## config.mk

```make
export PLATFORM = sky130hd
export DESIGN_NAME = gcd_job_sequencer
export DESIGN_NICKNAME = d
export VERILOG_FILES = /design/src/rtl/gcd_pkg.sv /design/src/rtl/gcd_timeout_counter.sv /design/src/rtl/gcd_job_sequencer.sv
export SDC_FILE = /design/constraint.sdc
export NUM_CORES = 1
export LEC_CHECK = 0
export CORE_UTILIZATION = 50
export CTS_CLUSTER_SIZE = 16
export DETAILED_ROUTE_END_ITERATION = 16
export GPL_TIMING_DRIVEN = 0
export PLACE_DENSITY = 0.86
export SLEW_MARGIN = 30
export SYNTH_ARGS = -nofsm -noshare
export SYNTH_HDL_FRONTEND = slang
export SYNTH_SLANG_ARGS = --single-unit
export TNS_END_PERCENT = 1
```

## constraint.sdc

```tcl
create_clock -name clk -period 4.73 [get_ports clk]
set_clock_uncertainty 0.1 [all_clocks]
set_input_delay 1.419 -clock clk [delete_from_list [all_inputs] [get_ports clk]]
set_output_delay 1.419 -clock clk [all_outputs]
set_load 0.005 [all_outputs]
```

## src/rtl/gcd_pkg.sv

```systemverilog
// Shared types and defaults for the GCD job sequencer.
// The state enum is common to the sequencer FSM and to anything that inspects it.
package gcd_pkg;

  typedef enum logic [2:0] {
    IDLE   = 3'd0,
    CLR    = 3'd1,
    LOAD_A = 3'd2,
    LOAD_B = 3'd3,
    WAIT   = 3'd4,
    RESP   = 3'd5
  } seq_state_t;

  localparam int GCD_WIDTH   = 8;
  localparam int GCD_TIMEOUT = 512;

endpackage

```

## src/rtl/gcd_timeout_counter.sv

```systemverilog
// Saturating cycle counter for the WAIT state.
// The expired flag is raised while the count sits at LIMIT-1, i.e. on the LIMIT-th enabled cycle.
module gcd_timeout_counter
  import gcd_pkg::*;
#(
  parameter int LIMIT = GCD_TIMEOUT
) (
  input  logic clk,
  input  logic rst_n,
  input  logic clear,
  input  logic enable,
  output logic expired
);

  localparam int CW = $clog2(LIMIT + 1);

  logic [CW-1:0] count_reg;

  always_ff @(posedge clk or negedge rst_n) begin
    if (!rst_n) begin
      count_reg <= '0;
    end else if (clear) begin
      count_reg <= '0;
    end else if (enable && (count_reg != CW'(LIMIT))) begin
      // Stops at LIMIT so a stuck enable can never wrap back to a fresh count.
      count_reg <= count_reg + CW'(1);
    end
  end

  assign expired = (count_reg == CW'(LIMIT - 1));

endmodule

```

## src/rtl/gcd_job_sequencer.sv

```systemverilog
// Feeds operand pairs to the GCD core: clear, load A with start, load B, wait for done.
// Zero operands bypass the core; a missing done produces a timeout result.
module gcd_job_sequencer
  import gcd_pkg::*;
#(
  parameter int WIDTH          = GCD_WIDTH,
  parameter int TIMEOUT_CYCLES = GCD_TIMEOUT
) (
  input  logic             clk,
  input  logic             rst_n,
  input  logic             in_valid,
  output logic             in_ready,
  input  logic [WIDTH-1:0] in_a,
  input  logic [WIDTH-1:0] in_b,
  output logic             out_valid,
  input  logic             out_ready,
  output logic [WIDTH-1:0] out_gcd,
  output logic             out_timeout,
  output logic             core_clr,
  output logic             core_start,
  output logic [WIDTH-1:0] core_data,
  input  logic             core_done,
  input  logic [WIDTH-1:0] core_result,
  output logic             busy
);

  seq_state_t       state_reg, state_next;
  logic [WIDTH-1:0] a_reg, a_next;
  logic [WIDTH-1:0] b_reg, b_next;
  logic [WIDTH-1:0] gcd_reg, gcd_next;
  logic             timeout_reg, timeout_next;
  logic             expired;

  gcd_timeout_counter #(
    .LIMIT (TIMEOUT_CYCLES)
  ) u_timeout (
    .clk     (clk),
    .rst_n   (rst_n),
    .clear   (state_reg != WAIT),
    .enable  (state_reg == WAIT),
    .expired (expired)
  );

  always_ff @(posedge clk or negedge rst_n) begin
    if (!rst_n) begin
      state_reg   <= IDLE;
      a_reg       <= '0;
      b_reg       <= '0;
      gcd_reg     <= '0;
      timeout_reg <= 1'b0;
    end else begin
      state_reg   <= state_next;
      a_reg       <= a_next;
      b_reg       <= b_next;
      gcd_reg     <= gcd_next;
      timeout_reg <= timeout_next;
    end
  end

  always_comb begin
    state_next   = state_reg;
    a_next       = a_reg;
    b_next       = b_reg;
    gcd_next     = gcd_reg;
    timeout_next = timeout_reg;
    case (state_reg)
      IDLE: begin
        if (in_valid) begin
          a_next = in_a;
          b_next = in_b;
          if ((in_a == '0) || (in_b == '0)) begin
            // gcd(0,x) = x and gcd(0,0) = 0; the core would never converge here.
            gcd_next     = in_a | in_b;
            timeout_next = 1'b0;
            state_next   = RESP;
          end else begin
            state_next = CLR;
          end
        end
      end
      CLR:    state_next = LOAD_A;
      LOAD_A: state_next = LOAD_B;
      LOAD_B: state_next = WAIT;
      WAIT: begin
        if (core_done) begin
          gcd_next     = core_result;
          timeout_next = 1'b0;
          state_next   = RESP;
        end else if (expired) begin
          gcd_next     = '0;
          timeout_next = 1'b1;
          state_next   = RESP;
        end
      end
      RESP: begin
        if (out_ready) state_next = IDLE;
      end
      default: state_next = IDLE;
    endcase
  end

  always_comb begin
    in_ready    = 1'b0;
    out_valid   = 1'b0;
    out_gcd     = '0;
    out_timeout = 1'b0;
    core_clr    = 1'b0;
    core_start  = 1'b0;
    core_data   = '0;
    busy        = (state_reg != IDLE);
    case (state_reg)
      IDLE: in_ready = 1'b1;
      CLR: begin
        core_clr  = 1'b1;
        core_data = a_reg;
      end
      LOAD_A: begin
        core_start = 1'b1;
        core_data  = a_reg;
      end
      LOAD_B: core_data = b_reg;
      WAIT:   core_data = b_reg;
      RESP: begin
        out_valid   = 1'b1;
        out_gcd     = gcd_reg;
        out_timeout = timeout_reg;
      end
      default: ;
    endcase
  end

endmodule

```

==> run metrics, run 1 <==
Fin Hold WS=0.4028 ns; largest net degree at the start of global routing=21; Warnings, synthesis=0; ranking of synthesized cells by area=dfrtp_1 (43%), mux2_2 (13%), mux2_4 (5.5%), a21oi_1 (5.0%), nor2_1 (3.6%); Layout area overhead=31.24%; Mapped Area=2195 um^2; Tot GR Track Use=0.2478; Final Hold Viols=0; Worst EP required=about 3.2 ns; vias per cell=5.601; worst-case clock buffer depth=2; DRT Pass-1 Iters=5; slew margin rel.=0.5013; M1 WL=2235 um; #FFs+latches synth=38; # rows=23; wirelength, routed=approximately 5100 um; Worst Path Arrival=2.38 ns; register area share after synthesis=0.4333; initial antenna violation count=0; Net Count, Synth=244; share of layout cells above drive strength 1=0.2177; async set or reset register ratio after synthesis=1.000; total grt overflow=0; Post-DRT Antenna Nets=0; Final Max Slew Viols=0; hold_buf cts=0; unrepaired setup endpoints after global routing=no; Root Buffer=clkbuf_8; Hold Path Class=reg2reg; # IOs=slightly above 50; Multi-input gate area=1129 um^2; # H-tree levels=2; DRT iter0 DRCs=121; Remaining DRCs=0; Max Cap Viol=0; nature of the critical path startpoint=flop; Sequential Area=950.9 um^2; Vias=about 1800; metal3 WL=about 230 um; Power Density=571.1 nW/um^2; max FFs per register=10; Reg clk slew, reported paths=0.07 ns; setup violators final=0; RePlAce Congestion=around 0.9; antenna diode count=0; max frequency=between 200 and 300 MHz; status=finished, final reports clean; post_cts resized=0; number of nets in the layout=301; die width=68.25 um; TritonCTS clock tree=done; DR WL met2=2547 um; post-synthesis cell type count=38; DP HPWL=3811 um; routed wire length per instance=15.83 um; Crit Path Class=reg2out; post-synth top area share=0.4333; min Tclk post-route=3.894 ns; top layer in use=met4; TritonCTS Buffers=5; Setup Fix Bufs, Post-CTS=0; Die ar.=around 4700 um^2; CTS Sinks=38; leading area contributor after synthesis=dfrtp_1; leakage=1.163 nW; Primary FF master, synth=dfrtp_1; clk_lat worst skew=0.30 ns; Power, Total=1.645 mW; fin util=0.6999; Syn Inst Count=about 210; EDFF count, synth=0; Initial Utilization=0.5333; DIE HEIGHT=roughly 68 um; # fillers=311; first-pass GRT wire length=8204 um; Core ar.=~4100 um^2; # port buffers=49; Crit Path Max Fanout=10; number of global-route vias before repair=1802; worst-margin pin slew=0.7440 ns; Setup crit end kind=output pin; Mean Syn Cell Area=10.30 um^2; setup TNS=0 ns; worst vdd ir=0.3215 mV; final period utilization=0.8233
## final timing paths
path	slack, ns	cells after the start	startpoint	end
worst max-delay path	0.84	6	state_reg[1]	core_data[3]
worst min-delay path	0.40	1	timeout_reg	timeout_reg
worst max register to register	2.47	6	u_timeout.count_reg[0]	gcd_reg[4]
worst min register to register	0.40	1	timeout_reg	timeout_reg
max in group asynchronous	3.09	2	rst_n	a_reg[2]
min in group asynchronous	0.98	1	rst_n	u_timeout.count_reg[5]
## routing by layer
layer  track usage  vias to the layer above
met3       0.06167                        6
met5             0                        -
met4       0.09115                        0
met2        0.4118                       45
li1              -                      867
met1        0.3090                      880
## metrics by stage
step	cells	area (um^2)	worst slack (ns)
floorplan	213	2195	1.892
global placement	312	2748	1.243
detailed placement	313	2770	1.195
CTS	321	2880	0.8474
global route	321	2880	0.7410
finish	321	2880	0.8356
## cell type report
| class | count | share of cell area |
|---|---|---|
| Multi-Input combinational cell | 155 | 0.3918 |
| Sequential cell | 38 | 0.3301 |
| Clock buffer | 8 | 0.03823 |
| Tap cell | 50 | 0.02172 |
| Buffer | 13 | 0.03084 |
| Timing Repair Buffer | 50 | 0.1781 |
| Inverter | 7 | 0.009123 |
## power breakdown
part,internal (mW),leakage (nW),switching (mW)
clock,0.147,0.0575,0.117
combinational,0.496,0.640,0.351
sequential,0.451,0.465,0.0824
total,1.09,1.16,0.551
## cells by family (layout without fill, tap and decap cells)
kind of cell               after synthesis  after routing  share of synthesized area
and+or+nand+nor                         68             68                     0.1671
AOI/OAI and AO/OA                       46             46                     0.1289
DFF                                     38             38                     0.4333
muxes                                   33             33                     0.1830
buffers and inverters                   20             78                    0.05245
xor gates and xnor gates                 6              6                    0.02395
adders and majority gates                2              2                    0.01140
## worst max-delay path: stages, from the launching register on
cell	delay [ns]
dfrtp_1	0.34
buf_6	0.14
clkbuf_1	0.42
mux2_2	0.40
a22oi_1	0.16
o21ai_0	0.13
clkdlybuf4s50_1	0.49
## placed cells by master (no fill, tap or decap), types with 2 or more instances in the layout
cell | Yosys | final
clkdlybuf4s50_1 | 0 | 48
dfrtp_1 | 38 | 38
clkbuf_8 | 0 | 8
clkbuf_1 | 5 | 5
nand2_1 | 14 | 14
nor3b_1 | 3 | 3
o21ai_0 | 11 | 11
xnor2_1 | 2 | 2
buf_2 | 2 | 3
mux2_4 | 8 | 8
and2_1 | 10 | 10
nor4_1 | 4 | 4
a22oi_1 | 8 | 8
a21oi_1 | 22 | 22
nand4_1 | 2 | 2
mux2_2 | 25 | 25
inv_1 | 7 | 7
buf_6 | 5 | 5
nor2_1 | 21 | 21
xor2_1 | 4 | 4
nand3_1 | 2 | 2
ha_1 | 2 | 2
## synth_stat cells, types with 2 or more instances
master    number
dfrtp_1       38
a22oi_1        8
nor2_1        21
buf_6          5
buf_2          2
and2_1        10
xor2_1         4
nor3b_1        3
nand2_1       14
mux2_4         8
inv_1          7
o21ai_0       11
nand3_1        2
nand4_1        2
xnor2_1        2
clkbuf_1       5
mux2_2        25
nor4_1         4
a21oi_1       22
ha_1           2
Note: power is estimated with default switching activity, not from simulation.
==> inputs of run 2 (changes only) <==
Settings changed: CORE_UTILIZATION 50 to 45, PLACE_DENSITY 0.86 to 0.82.
Clock period 4.73 ns to 3.3 ns, I/O delays scaled along.
==> run 2 against run 1 <==
Sequential cell count is the same. Clock-buffer cell count is 2 lower. Design area up 1.8%. Critical path type unchanged. Critical endpoint is now core_data[4]. Largest cell class unchanged. Largest power group unchanged. Highest routed layer unchanged.
==> run metrics, run 2 (synthesized netlist as in run 1, its figures left out) <==
status=finished, final reports clean (unchanged); critical path's top delay family=buffers and inverters (unchanged); TritonCTS Buffers=5 (unchanged); Fin Hold WS=0.4122 ns (was 0.4028 ns); worst flop-to-flop path startpoint=u_timeout.count_reg[0] (unchanged); max FFs per register=10 (unchanged); largest net degree at the start of global routing=21 (unchanged); # IOs=51 (unchanged); min Tclk post-route=3.211 ns; Power Density=855.8 nW/um^2 (was 571.1 nW/um^2); critical path depth=6 (unchanged); Max Cap Viol=0 (unchanged); Die ar.=5160 um^2 (was 4658 um^2); unrepaired setup endpoints after global routing=no (unchanged); Sequential Area=950.9 um^2 (unchanged); Hold Crit Depth=1 (unchanged); clk_lat worst skew=0.30 ns (about the same); worst-case clock buffer depth=2 (unchanged); Vias=1827 (was 1798); number of global-route vias before repair=1729 (was 1802); Tot GR Track Use=0.2139 (was 0.2478); total grt overflow=0 (unchanged); Crit Path Max Fanout=10 (unchanged); Final Hold Viols=0 (unchanged); first-pass GRT wire length=8397 um (was 8204 um); Post-DRT Antenna Nets=0 (unchanged); Final Max Slew Viols=0 (unchanged); Core ar.=4692 um^2 (was 4115 um^2); Setup crit end kind=output pin (unchanged); reg2reg path depth=6 (unchanged); R2R Setup Slk=1.05 ns (was 2.47 ns); Remaining DRCs=0 (unchanged); CP max stage cell=clkdlybuf4s50_1 (unchanged); # H-tree levels=2 (unchanged); CTS Sinks=38 (unchanged); Reg clk slew, reported paths=0.08 ns (was 0.07 ns); most frequent cells in the layout=clkdlybuf4s50_1 (48), dfrtp_1 (38), mux2_2 (25) (unchanged); setup violators final=0 (unchanged); Power, Total=2.509 mW (was 1.645 mW); DIE HEIGHT=71.84 um (was 68.25 um); DRT iter0 DRCs=124 (was 121); DRT Pass-1 Iters=4 (was 5); DP HPWL=3912 um (was 3811 um); Worst Path Arrival=2.12 ns (was 2.38 ns); TritonCTS clock tree=done (unchanged); CP peak stage delay=0.48 ns (was 0.49 ns); vias per cell=5.622 (was 5.601); RePlAce Congestion=0.8488 (was 0.9225); Crit Path Class=reg2out (unchanged); # rows=25 (was 23); number of nets in the layout=301 (unchanged); Worst EP required=2.21 ns (was 3.21 ns); CP Cell Sequence=buf_6 -> clkbuf_4 -> mux2_2 -> a22oi_1 -> o21ai_0 -> clkdlybuf4s50_1 (was buf_6 -> clkbuf_1 -> mux2_2 -> a22oi_1 -> o21ai_0 -> clkdlybuf4s50_1); die width=71.84 um (was 68.25 um); final period utilization=0.9730; setup TNS=0 ns (unchanged); worst vdd ir=0.3250 mV (was 0.3215 mV); # fillers=388 (was 311); hold path start=timeout_reg (unchanged); antenna diode count=0 (unchanged); WHS Endpoint=timeout_reg (unchanged); max frequency=311.5 MHz; commonest non-fill, non-tap cell in the layout=clkdlybuf4s50_1 (unchanged); r2r endpoint=gcd_reg[3] (was gcd_reg[4]); wirelength, routed=5313 um (was 5081 um); Hold Path Class=reg2reg (unchanged); slew margin rel.=0.6667 (was 0.5013); Multi-input gate area=1135 um^2 (was 1129 um^2); Layout area overhead=33.58% (was 31.24%); # port buffers=49 (unchanged); initial antenna violation count=0 (unchanged); Root Buffer=clkbuf_8 (unchanged); worst-margin pin slew=0.4983 ns (was 0.7440 ns); routed wire length per instance=16.35 um (was 15.83 um); Initial Utilization=0.4677 (was 0.5333); Bufs and invs on worst path=3 (unchanged); nature of the critical path startpoint=flop (unchanged); leakage=1.190 nW (was 1.163 nW); share of layout cells above drive strength 1=0.2325 (was 0.2177)
-- run 2: cell count changes in the layout (fill, tap and decap cells not counted), sizes merged --
cell / previous run / this run
buf: 10 / 9
bufinv: 0 / 2
clkbuf: 13 / 12
-- run 2: worst register-to-register path: cells and delay by family, from the launching register on --
family	cells	cell delay (ns)
AOI/OAI and AO/OA	2	0.40
DFF	1	0.42
and+or+nand+nor	2	0.69
muxes	1	0.34
adders and majority gates	1	0.20
-- run 2: how the worst max path moves through the flow --
stage                       startpoint      endpoint  slack, ns
after floorplan           state_reg[1]  core_data[1]       0.89
after global placement    state_reg[1]  core_data[4]       0.23
after detailed placement  state_reg[1]  core_data[4]       0.16
after CTS                 state_reg[1]  core_data[4]       0.02
after global routing      state_reg[1]  core_data[3]       0.01
final                     state_reg[1]  core_data[4]       0.09
-- run 2: layout make-up --
cell class,count,share of cell area
Sequential cell,38,0.3244
Buffer,13,0.03286
Inverter,7,0.008963
Clock inverter,2,0.02049
Timing Repair Buffer,50,0.1750
Multi-Input combinational cell,155,0.3871
Tap cell,54,0.02305
Clock buffer,6,0.02817
-- run 2: through the flow --
| step | setup WS [ns] | std cells | utilization | cell area [um^2] |
|---|---|---|---|---|
| 2_1_floorplan | 0.8909 | 213 | - | 2195 |
| 3_3_place_gp | 0.2326 | 316 | 0.5867 | 2753 |
| 3_5_place_dp | 0.1633 | 317 | 0.5915 | 2775 |
| 4_1_cts | 0.02108 | 325 | 0.6237 | 2927 |
| 5_1_grt | 0.01326 | 325 | 0.6248 | 2932 |
| 6_report | 0.08923 | 325 | 0.6248 | 2932 |
-- run 2: power by group --
part | internal [mW] | leakage (nW) | switching (mW)
sequential | 0.646 | 0.465 | 0.120
combinational | 0.722 | 0.654 | 0.521
clock | 0.323 | 0.0714 | 0.177
-- run 2: layer usage --
| layer | GRT usage | vias up | share of wire |
|---|---|---|---|
| li1 | - | 866 | - |
| met1 | 0.2787 | 908 | 0.43 |
| met2 | 0.3459 | 46 | 0.51 |
| met3 | 0.05204 | 7 | 0.046 |
| met4 | 0.08061 | 0 | 0.014 |
| met5 | 0 | - | 0 |
-- run 2: timing repair --
item	CTS	global route
buffers inserted	0	0
resized for setup	3	5
endpoints found under the setup margin	7	14
hold buffers	0	0
